`src/rtl/seg7_pkg.sv`:
```
// seg7_pkg: shared constants for the seven-segment scan driver.
// Segment bit order is A (bit 0) through G (bit 6), all values active-high.
package seg7_pkg;

  // Segment bit positions inside a 7-bit segment word
  localparam int SEG_A = 0;
  localparam int SEG_B = 1;
  localparam int SEG_C = 2;
  localparam int SEG_D = 3;
  localparam int SEG_E = 4;
  localparam int SEG_F = 5;
  localparam int SEG_G = 6;

  // All segments dark (active-high encoding)
  localparam logic [6:0] SEG_OFF = 7'h00;

  // Hex digit to segment pattern, index = nibble value
  localparam logic [6:0] HEX_SEG [16] = '{
    7'h3F, 7'h06, 7'h5B, 7'h4F, 7'h66, 7'h6D, 7'h7D, 7'h07,
    7'h7F, 7'h6F, 7'h77, 7'h7C, 7'h39, 7'h5E, 7'h79, 7'h71
  };

endpackage

```
`src/rtl/seg7_scan_if.sv`:
```
// seg7_scan_if: value-load strobe and display pin bundle for seg7_scan.
// Handshake: LOAD is a one-cycle strobe with no ready/backpressure; the
// scanner always accepts DATA/DP in any cycle where LOAD is high, and the
// last strobe before a frame boundary is the one that gets displayed.
interface seg7_scan_if #(
  parameter int DIGITS = 4
);
  logic [4*DIGITS-1:0] DATA;
  logic [DIGITS-1:0]   DP;
  logic                LOAD;
  logic [DIGITS-1:0]   DS_EN;
  logic [6:0]          DS_SEG;
  logic                DS_DP;
  logic                FRAME;

  modport master (
    output DATA, DP, LOAD,
    input  DS_EN, DS_SEG, DS_DP, FRAME
  );

  modport slave (
    input  DATA, DP, LOAD,
    output DS_EN, DS_SEG, DS_DP, FRAME
  );
endinterface

```
`src/rtl/seg7_decode.sv`:
```
// seg7_decode: combinational hex nibble to active-high segment pattern.
module seg7_decode
  import seg7_pkg::*;
(
  input  logic [3:0] nib_i,
  output logic [6:0] seg_o
);

  // Table lookup of the segment pattern for one hex digit
  always_comb begin
    seg_o = HEX_SEG[nib_i];
  end

endmodule

```
`src/rtl/seg7_scan.sv`:
```
// seg7_scan: multiplexed seven-segment driver scanning DIGITS digits.
// New values are double-buffered (shadow -> active) and only switched at a
// frame boundary, so a frame never mixes old and new digits. All pin
// outputs are registered and carry the configured polarity.
// Optional feature: define SEG7_LZB_EN for leading-zero blanking.
module seg7_scan
  import seg7_pkg::*;
#(
  parameter int DIGITS         = 4,
  parameter int DIV            = 1024,
  parameter int GAP            = 2,
  parameter bit SEG_ACTIVE_LOW = 1'b0,
  parameter bit EN_ACTIVE_LOW  = 1'b0
) (
  input  logic        CLK,
  input  logic        RST,
  seg7_scan_if.slave  bus
);

  localparam int PW     = $clog2(DIV);
  localparam int DW     = (DIGITS > 1) ? $clog2(DIGITS) : 1;
  localparam int NW     = 4 * DIGITS;
  localparam int ON_CYC = DIV - GAP;

  // Pin levels that mean "off" under the chosen polarity
  localparam logic [DIGITS-1:0] EN_IDLE  = EN_ACTIVE_LOW ? '1 : '0;
  localparam logic [6:0]        SEG_IDLE = SEG_ACTIVE_LOW ? ~SEG_OFF : SEG_OFF;
  localparam logic              DP_IDLE  = SEG_ACTIVE_LOW;

  // Scan counters
  logic [PW-1:0]     pcnt_q, pcnt_d;
  logic [DW-1:0]     dig_q, dig_d;
  // Double buffer
  logic [NW-1:0]     shadow_q, shadow_d;
  logic [DIGITS-1:0] sdp_q, sdp_d;
  logic              pend_q, pend_d;
  logic [NW-1:0]     active_q, active_d;
  logic [DIGITS-1:0] adp_q, adp_d;
  // Output registers (already polarity-adjusted)
  logic [DIGITS-1:0] en_q, en_d;
  logic [6:0]        seg_q, seg_d;
  logic              dp_q, dp_d;
  logic              frame_q, frame_d;

  logic              slot_end;
  logic              frame_end;
  logic              slot_on;
  logic [3:0]        nib;
  logic              dp_sel;
  logic [DIGITS-1:0] en_raw;
  logic [6:0]        dec_seg;
  logic [6:0]        seg_vis;

  assign slot_end  = (pcnt_q == PW'(DIV - 1));
  assign frame_end = slot_end && (dig_q == DW'(DIGITS - 1));
  assign slot_on   = (int'(pcnt_q) < ON_CYC);

  // Prescaler and digit index advance
  always_comb begin
    pcnt_d = pcnt_q + PW'(1);
    dig_d  = dig_q;
    if (slot_end) begin
      pcnt_d = '0;
      dig_d  = frame_end ? '0 : dig_q + DW'(1);
    end
  end

  // Shadow capture and frame-boundary transfer; a LOAD in the boundary
  // cycle lands in shadow after the old shadow has been copied out.
  always_comb begin
    shadow_d = shadow_q;
    sdp_d    = sdp_q;
    pend_d   = pend_q;
    active_d = active_q;
    adp_d    = adp_q;
    if (frame_end && pend_q) begin
      active_d = shadow_q;
      adp_d    = sdp_q;
      pend_d   = 1'b0;
    end
    if (bus.LOAD) begin
      shadow_d = bus.DATA;
      sdp_d    = bus.DP;
      pend_d   = 1'b1;
    end
  end

  // Select the nibble, decimal point and enable for the current digit
  always_comb begin
    nib    = '0;
    dp_sel = 1'b0;
    en_raw = '0;
    for (int k = 0; k < DIGITS; k++) begin
      if (int'(dig_q) == k) begin
        nib       = active_q[4*k +: 4];
        dp_sel    = adp_q[k];
        en_raw[k] = slot_on;
      end
    end
  end

  seg7_decode u_decode (
    .nib_i (nib),
    .seg_o (dec_seg)
  );

`ifdef SEG7_LZB_EN
  logic [DIGITS-1:0] lzb_mask;
  logic              lzb_nz;
  logic              lzb_blank;

  // Leading-zero mask from the active value: a digit is dark when it and
  // every digit above it are zero; digit 0 always shows.
  always_comb begin
    lzb_nz   = 1'b0;
    lzb_mask = '0;
    for (int k = DIGITS - 1; k >= 0; k--) begin
      lzb_nz      = lzb_nz | (|active_q[4*k +: 4]);
      lzb_mask[k] = (k != 0) && !lzb_nz;
    end
  end

  // Blank flag for the digit currently being scanned
  always_comb begin
    lzb_blank = 1'b0;
    for (int k = 0; k < DIGITS; k++) begin
      if (int'(dig_q) == k) lzb_blank = lzb_mask[k];
    end
  end

  assign seg_vis = lzb_blank ? SEG_OFF : dec_seg;
`else
  assign seg_vis = dec_seg;
`endif

  // Output next-state with polarity applied last
  always_comb begin
    en_d    = EN_ACTIVE_LOW ? ~en_raw : en_raw;
    seg_d   = SEG_ACTIVE_LOW ? ~seg_vis : seg_vis;
    dp_d    = SEG_ACTIVE_LOW ? ~dp_sel : dp_sel;
    frame_d = (pcnt_q == '0) && (dig_q == '0);
  end

  // State and output registers; reset aborts the slot and drops pending data
  always_ff @(posedge CLK or posedge RST) begin
    if (RST) begin
      pcnt_q   <= '0;
      dig_q    <= '0;
      shadow_q <= '0;
      sdp_q    <= '0;
      pend_q   <= 1'b0;
      active_q <= '0;
      adp_q    <= '0;
      en_q     <= EN_IDLE;
      seg_q    <= SEG_IDLE;
      dp_q     <= DP_IDLE;
      frame_q  <= 1'b0;
    end else begin
      pcnt_q   <= pcnt_d;
      dig_q    <= dig_d;
      shadow_q <= shadow_d;
      sdp_q    <= sdp_d;
      pend_q   <= pend_d;
      active_q <= active_d;
      adp_q    <= adp_d;
      en_q     <= en_d;
      seg_q    <= seg_d;
      dp_q     <= dp_d;
      frame_q  <= frame_d;
    end
  end

  assign bus.DS_EN  = en_q;
  assign bus.DS_SEG = seg_q;
  assign bus.DS_DP  = dp_q;
  assign bus.FRAME  = frame_q;

endmodule

```
`src/flat_wrapper.sv`:
```
// flat-port wrapper written by rule: the top's interface ports become plain ports
module seg7_scan_flat import seg7_pkg::*;
#(
  parameter int DIGITS         = 4,
  parameter int DIV            = 1024,
  parameter int GAP            = 2,
  parameter bit SEG_ACTIVE_LOW = 1'b0,
  parameter bit EN_ACTIVE_LOW  = 1'b0
)
  (CLK, RST, bus_DATA, bus_DP, bus_LOAD, bus_DS_EN, bus_DS_SEG, bus_DS_DP, bus_FRAME);
  seg7_scan_if #(.DIGITS(DIGITS)) bus_i ();
  input  logic CLK;
  input  logic RST;
  input wire logic [$bits(bus_i.DATA)-1:0] bus_DATA;
  input wire logic [$bits(bus_i.DP)-1:0] bus_DP;
  input wire logic [$bits(bus_i.LOAD)-1:0] bus_LOAD;
  output wire logic [$bits(bus_i.DS_EN)-1:0] bus_DS_EN;
  output wire logic [$bits(bus_i.DS_SEG)-1:0] bus_DS_SEG;
  output wire logic [$bits(bus_i.DS_DP)-1:0] bus_DS_DP;
  output wire logic [$bits(bus_i.FRAME)-1:0] bus_FRAME;
  assign bus_i.DATA = bus_DATA;
  assign bus_i.DP = bus_DP;
  assign bus_i.LOAD = bus_LOAD;
  assign bus_DS_EN = bus_i.DS_EN;
  assign bus_DS_SEG = bus_i.DS_SEG;
  assign bus_DS_DP = bus_i.DS_DP;
  assign bus_FRAME = bus_i.FRAME;
  seg7_scan #(.DIGITS(DIGITS), .DIV(DIV), .GAP(GAP), .SEG_ACTIVE_LOW(SEG_ACTIVE_LOW), .EN_ACTIVE_LOW(EN_ACTIVE_LOW)) u_core (.CLK(CLK), .RST(RST), .bus(bus_i));
endmodule
```
`config.mk`:
```
export PLATFORM = sky130hd
export DESIGN_NAME = seg7_scan_flat
export DESIGN_NICKNAME = d
export VERILOG_FILES = /design/src/rtl/seg7_pkg.sv /design/src/rtl/seg7_scan_if.sv /design/src/rtl/seg7_decode.sv /design/src/rtl/seg7_scan.sv /design/src/flat_wrapper.sv
export SDC_FILE = /design/constraint.sdc
export NUM_CORES = 1
export LEC_CHECK = 0
export ABC_AREA = 1
export ABC_CLOCK_PERIOD_IN_PS = 2300
export CAP_MARGIN = 5
export CORE_ASPECT_RATIO = 1.75
export CORE_UTILIZATION = 55
export CTS_CLUSTER_SIZE = 30
export DETAILED_ROUTE_END_ITERATION = 10
export PLACE_DENSITY = 0.79
export SYNTH_ARGS = -nofsm -noshare
export SYNTH_HDL_FRONTEND = slang
export SYNTH_SLANG_ARGS = --single-unit
export TNS_END_PERCENT = 30
```
`constraint.sdc`:
```
create_clock -name CLK -period 2.3 [get_ports CLK]
set_input_delay 0.345 -clock CLK [delete_from_list [all_inputs] [get_ports CLK]]
set_output_delay 0.345 -clock CLK [all_outputs]
set_load 0.05 [all_outputs]
```
# == Word level (Yosys, flattened, before mapping) ==
# Memory sizes are Yosys's and may differ from the RTL's. A register that Yosys moved wholly into a read port is not among the register bits.
# Cells that the tools add are included.
# totals
register_bits,59
latchBits,0
mem_bits_rw,0
rom_bits,112
input_bits,23
mem_count,1
# classes
addsub,2
n_mul,0
div,0
n_lt_le_gt_ge,1
eq_ne,5
shifts,0
n_mux,16
bitwise_logic,1
reduce_logical,7
# mem_list
name,words,width,read_ports,rd_clocked_by_memory_dff,wr,line,text
(name not given),16,7,1,1,0,seg7_decode.sv:11,seg_o = HEX_SEG[nib_i];
# op_table
op,n
$mux W4,4
$add A10 B1 Y10 const B,1
$eq A10 B10 Y1 const B,1
$logic_not A10 Y1,1
$lt A10 B10 Y1 const B,1
$mux W1,10
$mux W10,1
$eq A2 B2 Y1 const B,3
$not A4 Y5,1
$logic_not A2 Y1,2
$logic_and A1 B1 Y1,3
$add A2 B1 Y2 const B,1
$eq A2 B1 Y1 const B,1
$mux W2,1
$reduce_bool A2 Y1,1

# == Logic depth before layout (Yosys ltp) ==
# Gate-level depths: netlist of run 1.
# logic_depth
depth_word,6
depth_mapped,13
ltp_nobuf,13

# == Hierarchy ==
# From an unflattened synthesis of run 1, not the netlist that was laid out.
# hier_totals
hier_cells,369
area_unflattened_um2,3110.5
# by_module_without_submodules
module,n_inst,cells_each,area_each_um2,seq_area_each_um2
seg7_scan,1,317,2840.2,1651.6
seg7_decode,1,52,270.3,0.0

# == Worst setup path after synthesis of run 1 ==
# No wires, ideal clock.
# synth_path
path_kind,register -> register
from,register u_core.dig_q[0]
to,register u_core.seg_q[3] (netlist: u_core.bus.DS_SEG[3])
setup_time_ns,0.117
t_arrival_ns,1.704
slack_ns,0.479
stages_incl_launch_ff,12
cell_sequence,dfrtp_1 -> inv_1 -> ha_1 -> buf_2 -> inv_1 -> nand3_1 -> a21oi_1 -> ha_1 -> nand3_1 -> nand2_1 -> nand2_1 -> nand2_1
# synth_between
elab_chain_len,6
word_cells_on_any_way,9
# synth_rtl
item,line,text
"start, declared",seg7_scan.sv:32,"logic [DW-1:0] dig_q, dig_d;"
"start signal, assigned",seg7_scan.sv:160,dig_q <= dig_d;
$logic_not A2 Y1,seg7_scan.sv:94,if (int'(dig_q) == k) begin
$mux W4 (3 in a row),seg7_scan.sv:94,
$mux W4 (*),seg7_scan.sv:94,
$not A4 Y5 (implied by the code) (*),seg7_decode.sv:11,
"end, declared",seg7_scan.sv:41,"logic [6:0] seg_q, seg_d;"
# Mark *: on every way between the ends. The rest lies on a longest branch, timed or not.
# A chain may end at the register's enable or synchronous reset.

# == Final worst setup path of run 1 ==
# layout_path
from,register u_core.dig_q[1]
to,register u_core.seg_q[3] (netlist: u_core.bus.DS_SEG[3])
# The elaborated chain is that of the path after synthesis.

==> reports/qor.yml, run 1 <==
hpwl_um: 4010
syn_to_final_growth_pct: 20.5
overflow: 0
syn_area_mm2: 0.00306
finalSetupViolations: 0
io_pins: 36
hp-class: "in2async"
max_slew_margin: 0.666
synth.net_count: 366
grt_first_pass_wirelength_um: 9620
grt_busiest_layer: "met2"
synth_xor_area_frac: 0.0114
grt_pass1_vias: 2210
antenna_cells: 0
synth_compound_area_frac: 0.0736
port_buffers: 35
slowest_delay_ps: 400
layout-drive-gt1-share: 0.127
synthCells: 330
setup_tns_ps: 0
fill_cells: 430
stdcell_count: 452
final_common_cell: "nand2_1"
status: "finished clean"
wl_per_cell_um: 11.7
crit_path_top_delay_cell: "dfrtp_1"
final_cell_mix: "nand2_1, dfrtp_1, inv_1"
die-area_mm2: 0.00588
postRouteAntennaNets: 0
met1_usage: 0.231
grt_util_all_layers: 0.223
arrival_ps: 2290
antenna_found_initial: 0
clkLatencyLatePin_ps: 340
p_leak_uw: 0.00177
post_cts_buffers: 0
vdd_drop_max_uv: 449
cts_tree: "built"
drc_errors: 0
synth_top_area_frac: 0.540
vias_per_cell: 4.96
dpl.cell_count: 437
fin_util: 0.696
met3_usage: 0.0616
synth-seq-cells: 66
gp_congestion: 0.929
synth_fa_ha_area_frac: 0.0531
worstSetupEndpointType: "flop"
yosysSeqAreaShare: 0.540
min_period_ps: 2070
drt_first_pass_iters: 6
clk_path_buf_depth: 2
path_clk_slew_ps: 70
drt_iter0_drc: 70
core_region_area_mm2: 0.00530
critPathRequiredTime_ps: 2530
synth_simple_gate_area_share: 0.165
vias: 2244
path_cells: "inv_1 -> ha_1 -> inv_1 -> nand2_1 -> nand3_1 -> a21oi_1 -> ha_1 -> nand3_1 -> nand2_1 -> nand2_1 -> nand2_1"
cts.sinks: 66
fin_crit_sh: 0.898
start_kind: "flop"
crit_type: "reg2reg"
drv_slew: 0
yosysTopAreaCell: "dfrtp_1"
synth_top_family_by_area: "simple AND/OR/NAND/NOR gates"
synth_area_per_cell_um2: 9.27
fmax_mhz: 484
die_h_um: 101
ys.warnings.count: 0
cap_violations: 0
timing.critical_path.mode_cell: "nand2_1"
layout.nets: 410
cts_buffers: 9
yosys-top-cells-area: "dfrtp_1, nand2_1, mux2_2"
cts-root-buf: "clkbuf_8"
cp_max_fo: 7
power_density_mw_per_mm2: 572
grt_max_degree: 41
htreeDepth: 3
synth.distinct_cells: 24
rsz0062_at_grt: "no"
die_w_um: 58.4
initial_core_util: 0.578
clock_skew_ps: 6.66
tightestPinTransition_ps: 499
grt_use_met2: 0.390
synthMuxAreaShare: 0.0736
placementRows: 35
finalWirelength_um: 5300
worstRegToRegCells: 11
finalHoldViolations: 0
[per-layer routing]
metal  vias up  wire, um  part of all wire
met5         -         0                 0
met4         0       216             0.041
met3        19       169             0.032
met2        56      2870              0.54
met1      1048      2040              0.38
li1       1121         -                 -
[cell usage after synthesis]
library cell  instances
nand2_2               1
o21bai_1              1
nand2_4               1
nor2_1               11
dfrtp_1              66
buf_6                 2
nand3b_1              1
nand2_1              86
buf_2                 3
nor3_4                1
nor2_2                1
nor4_1                1
clkbuf_1              3
inv_1                54
ha_1                 13
nand3_1              14
nor3_1                1
xor2_1                4
a21oi_1              13
mux2_2               20
o21ai_0              29
inv_2                 1
nand4_1               2
o31ai_1               1
[critical path: cells and delay by family (launching register included)]
| family | cells | cell delay (ps) |
|---|---|---|
| adder cells (fa/ha/maj) | 2 | 580 |
| buffers and inverters | 2 | 220 |
| flip-flops | 1 | 400 |
| AND/OR/NAND/NOR | 6 | 440 |
| AO/OA/AOI/OAI | 1 | 300 |
[registers in the layout, indices dropped and copies added, names as in the netlist]
signal and count:
u_core.bus.DS_DP 1, u_core.bus.DS_SEG 7, u_core.pend_q 1, u_core.bus.FRAME 1, u_core.pcnt_q 10, u_core.shadow_q 16, u_core.dig_q 2, u_core.active_q 16
u_core.sdp_q 4, u_core.bus.DS_EN 4, u_core.adp_q 4
[per-stage QoR]
stage | setup slack, ps | area, um^2 | power, uW | hold slack [ps]
2_1_floorplan | 300 | 3060 | 1290 | 430
3_3_place_gp | 361 | 3520 | 1350 | 460
3_5_place_dp | 269 | 3520 | 1350 | 469
4_1_cts | 222 | 3680 | 2140 | 358
5_1_grt | 9.90 | 3690 | 2210 | 395
6_report | 235 | 3690 | 2110 | 347
[cell type report]
class,count,area (um^2),share of cell area
Multi-Input combinational cell,201,1160,0.314
Sequential cell,66,1650,0.448
Clock inverter,6,35.0,0.00950
Clock buffer,9,124,0.0336
Timing Repair Buffer,41,420,0.114
Inverter,55,206,0.0560
Tap cell,74,92.6,0.0251
[logic make-up (layout without fill, tap and decap cells)]
kind of cell | Yosys count | count (layout)
DFF | 66 | 66
AOI/OAI and AO/OA | 44 | 44
muxes | 20 | 20
buffers and inverters | 63 | 111
and+or+nand+nor | 120 | 120
adders and majority gates | 13 | 13
xor gates and xnor gates | 4 | 4
[worst paths after layout]
kind / startpoint / endpoint / slack [ps]
min in group CLK: u_core.shadow_q[6]$_DFFE_PP0P_ / u_core.active_q[6]$_DFFE_PP0P_ / 480
min: RST / u_core.shadow_q[4]$_DFFE_PP0P_ / 350
min reg2reg: u_core.shadow_q[6]$_DFFE_PP0P_ / u_core.active_q[6]$_DFFE_PP0P_ / 480
max reg2reg: u_core.dig_q[1]$_DFFE_PP0N_ / u_core.bus.DS_SEG[3]$_DFF_PP0_ / 230
max in group asynchronous: RST / u_core.bus.DS_SEG[0]$_DFF_PP0_ / 1450
max: u_core.dig_q[1]$_DFFE_PP0N_ / u_core.bus.DS_SEG[3]$_DFF_PP0_ / 230
[report_power, final]
| part | internal (uW) | switching (uW) | total, uW | leakage [uW] |
|---|---|---|---|---|
| clock | 375 | 408 | 784 | 0.0000806 |
| sequential | 1200 | 17.0 | 1210 | 0.000820 |
| combinational | 71.1 | 40.8 | 112 | 0.000872 |
[what timing repair did]
action,CTS,global route
hold endpoints to repair,0,0
hold buffers,0,0
gates resized for setup,0,1
setup endpoints to repair,0,1
Note: power is estimated with default switching activity, not from simulation.
==> inputs of run 2 (changes only) <==
--- a/config.mk
+++ b/config.mk
@@ -7,13 +7,14 @@
 export LEC_CHECK = 0
 export ABC_AREA = 1
 export ABC_CLOCK_PERIOD_IN_PS = 2300
-export CAP_MARGIN = 5
+export CAP_MARGIN = 20
 export CORE_ASPECT_RATIO = 1.75
-export CORE_UTILIZATION = 55
+export CORE_UTILIZATION = 56
 export CTS_CLUSTER_SIZE = 30
 export DETAILED_ROUTE_END_ITERATION = 10
-export PLACE_DENSITY = 0.79
+export PLACE_DENSITY = 0.8
 export SYNTH_ARGS = -nofsm -noshare
 export SYNTH_HDL_FRONTEND = slang
+export SYNTH_HIERARCHICAL = 1
 export SYNTH_SLANG_ARGS = --single-unit
 export TNS_END_PERCENT = 30
==> run 2 against run 1 <==
Against the previous run: clock skew up 3.3 ps; count of clock-buffer cells in the layout rose by 3; combinational power down 8%; critical path depth up 1; utilization increased by 1.4 points; largest power group unchanged; highest routed layer unchanged.
==> reports/qor.yml, run 2 <==
status: "finished clean"
grt_pass1_vias: 2267  # +2.6%
cts-root-buf: "clkbuf_8"
setup_tns_ps: 0  # unchanged
finalWirelength_um: 5550  # +4.8%
yosys-top-cells-area: "dfrtp_1, nand2_1, ha_1"
layout.nets: 447  # +9.0%
core_region_area_mm2: 0.00530  # unchanged
synthCells: 369  # +12%
overflow: 0  # unchanged
crit_family: "adder cells"
hp-class: "in2async"
synth.net_count: 405  # +11%
fill_cells: 411  # -4.4%
clock_skew_ps: 9.93  # +3.27 ps
clk_path_buf_depth: 2  # unchanged
gp_congestion: 0.964  # +3.7%
htreeDepth: 3  # unchanged
min_period_ps: 2040  # -21.7 ps
drc_errors: 0  # unchanged
drt_iter0_drc: 91  # +30%
hold_buffers: 0  # unchanged
arrival_ps: 2280  # about the same
synth_commonest_cells: "nand2_1, dfrtp_1, inv_1"
max_slew_margin: 0.618  # -0.0478
start_kind: "flop"
cts_resized: 0  # unchanged
die_h_um: 101  # about the same
finalHoldViolations: 0  # unchanged
slowest_delay_ps: 400  # about the same
crit_path_top_delay_cell: "dfrtp_1"
syn_area_mm2: 0.00311  # +1.6%
synth-seq-cells: 66  # unchanged
yosysTopAreaCell: "dfrtp_1"
crit_buf_inv: 3  # +1
final_common_cell: "nand2_1"
cp_max_fo: 10  # +3
p_leak_uw: 0.00198  # +12%
path_clk_slew_ps: 70  # about the same
syn_to_final_growth_pct: 21.0
regToRegSetupSlack_ps: 260  # +20 ps
rsz0062_at_grt: "no"
vdd_drop_max_uv: 421  # -6.2%
stdcell_count: 490  # +8.4%
cp_num_cells: 12  # +1
grt_max_degree: 67  # +63%
path_cells: "inv_1 -> ha_1 -> clkinvlp_4 -> nand2_1 -> o211ai_1 -> a21oi_2 -> inv_1 -> ha_1 -> nand2_1 -> o21ai_0 -> nand2_1 -> nand2_1"
synth.distinct_cells: 23  # -4.2%
hold_ws_ps: 368  # +20.4 ps
layout-drive-gt1-share: 0.0938  # -0.0332
crit_type: "reg2reg"
cap_violations: 0  # unchanged
worstSetupEndpointType: "flop"
clkLatencyLatePin_ps: 340  # about the same
antenna_found_initial: 0  # unchanged
finalSetupViolations: 0  # unchanged
vias_per_cell: 5.03  # +1.3%
port_buffers: 35  # unchanged
grt_first_pass_wirelength_um: 9380  # -2.5%
placementRows: 35  # unchanged
drt_first_pass_iters: 4  # -2
vias: 2465  # +9.8%
post_cts_buffers: 0  # unchanged
ys.flop_type: "dfrtp_1"
worstRegToRegCells: 12  # +1
ys.warnings.count: 6  # +6
crit_end: "u_core/bus.DS_SEG[3]$_DFF_PP0_"
yosysMostFrequentCell: "nand2_1"
antenna_cells: 0  # unchanged
tightestPinTransition_ps: 572  # +72.7 ps
die_w_um: 58.3  # about the same
dpl.cell_count: 474  # +8.5%
fmax_mhz: 489  # +1.1%
io_pins: 36  # unchanged
fin_crit_sh: 0.889  # -0.00944
cts_tree: "built"
synthArstFlopShare: 1.00  # unchanged
grt_util_all_layers: 0.215  # -0.00782
yosysSeqAreaShare: 0.531  # -0.00868
postRouteAntennaNets: 0  # unchanged
reg_top3: "u_core/active_q: 16 flops, u_core/shadow_q: 16 flops, u_core/pcnt_q: 10 flops"
initial_core_util: 0.587  # +0.00945
drv_slew: 0  # unchanged
dpl-instance-area_mm2: 0.00354  # +0.53%
power_density_mw_per_mm2: 606  # +6.0%
cts_buffers: 9  # unchanged
synth_top_area_frac: 0.531  # -0.00868
wl_per_cell_um: 11.3  # -3.3%
reg2reg_from: "u_core/dig_q[1]$_DFFE_PP0N_"
cts.sinks: 66  # unchanged
final_cell_mix: "nand2_1, dfrtp_1, clkdlybuf4s50_1"
reg2reg_to: "u_core/bus.DS_SEG[3]$_DFF_PP0_"
finalPower_uw: 2280  # +8.2%
crit_path_start: "u_core/dig_q[1]$_DFFE_PP0N_"
critPathRequiredTime_ps: 2530  # about the same
finalInstanceArea_mm2: 0.00376  # +2.1%
timing.critical_path.mode_cell: "nand2_1"
synth-edff-count: 0  # unchanged
hpwl_um: 3980  # -0.75%
die-area_mm2: 0.00587  # -0.18%
synth_area_per_cell_um2: 8.43  # -9.1%
-- run 2: metal layers --
metal  global-route usage  part of all wire  up-vias
met2                0.386              0.56       63
met5                    0                 0        -
met3               0.0513             0.034       17
li1                     -                 -     1221
met4                0.143             0.034        0
met1                0.210              0.37     1164
-- run 2: worst min-delay path by stage --
stage          cells after the start                        endpoint  slack [ps]
2_1_floorplan                      2  u_core/active_q[0]$_DFFE_PP0P_         440
5_1_grt                            3      u_core/pcnt_q[6]$_DFF_PP0_         420
3_5_place_dp                       2     u_core/sdp_q[1]$_DFFE_PP0P_         460
4_1_cts                            3      u_core/pcnt_q[6]$_DFF_PP0_         380
6_report                           3      u_core/pcnt_q[6]$_DFF_PP0_         370
3_3_place_gp                       2  u_core/shadow_q[6]$_DFFE_PP0P_         450
-- run 2: final cells by class --
| type | count | area, um^2 | share of cell area |
|---|---|---|---|
| Clock buffer | 12 | 155 | 0.0412 |
| Clock inverter | 4 | 50.0 | 0.0133 |
| Inverter | 36 | 139 | 0.0369 |
| Multi-Input combinational cell | 255 | 1250 | 0.333 |
| Sequential cell | 66 | 1650 | 0.439 |
| Tap cell | 74 | 92.6 | 0.0246 |
| Timing Repair Buffer | 43 | 423 | 0.112 |
-- run 2: cells by family after synthesis --
| kind of cell | Yosys count | synth area share |
|---|---|---|
| compound gates | 22 | 0.0394 |
| simple gates | 215 | 0.293 |
| fa+ha+maj | 13 | 0.0523 |
| buf+inv | 48 | 0.0700 |
| xor+xnor | 5 | 0.0141 |
| flops | 66 | 0.531 |
-- run 2: tightest hold or removal path: stages --
cell and delay, ps:
clkdlybuf4s50_1 410, inv_2 70, buf_12 290
-- run 2: metrics by stage --
step / util / setup WS [ps]
2_1_floorplan: - / 267
3_5_place_dp: 0.669 / 237
6_report: 0.710 / 256
5_1_grt: 0.710 / 28.3
4_1_cts: 0.707 / 212
3_3_place_gp: 0.669 / 321
-- run 2: power breakdown --
part | switching, uW | internal (uW)
combinational | 51.6 | 51.3
clock | 413 | 557
sequential | 16.7 | 1190
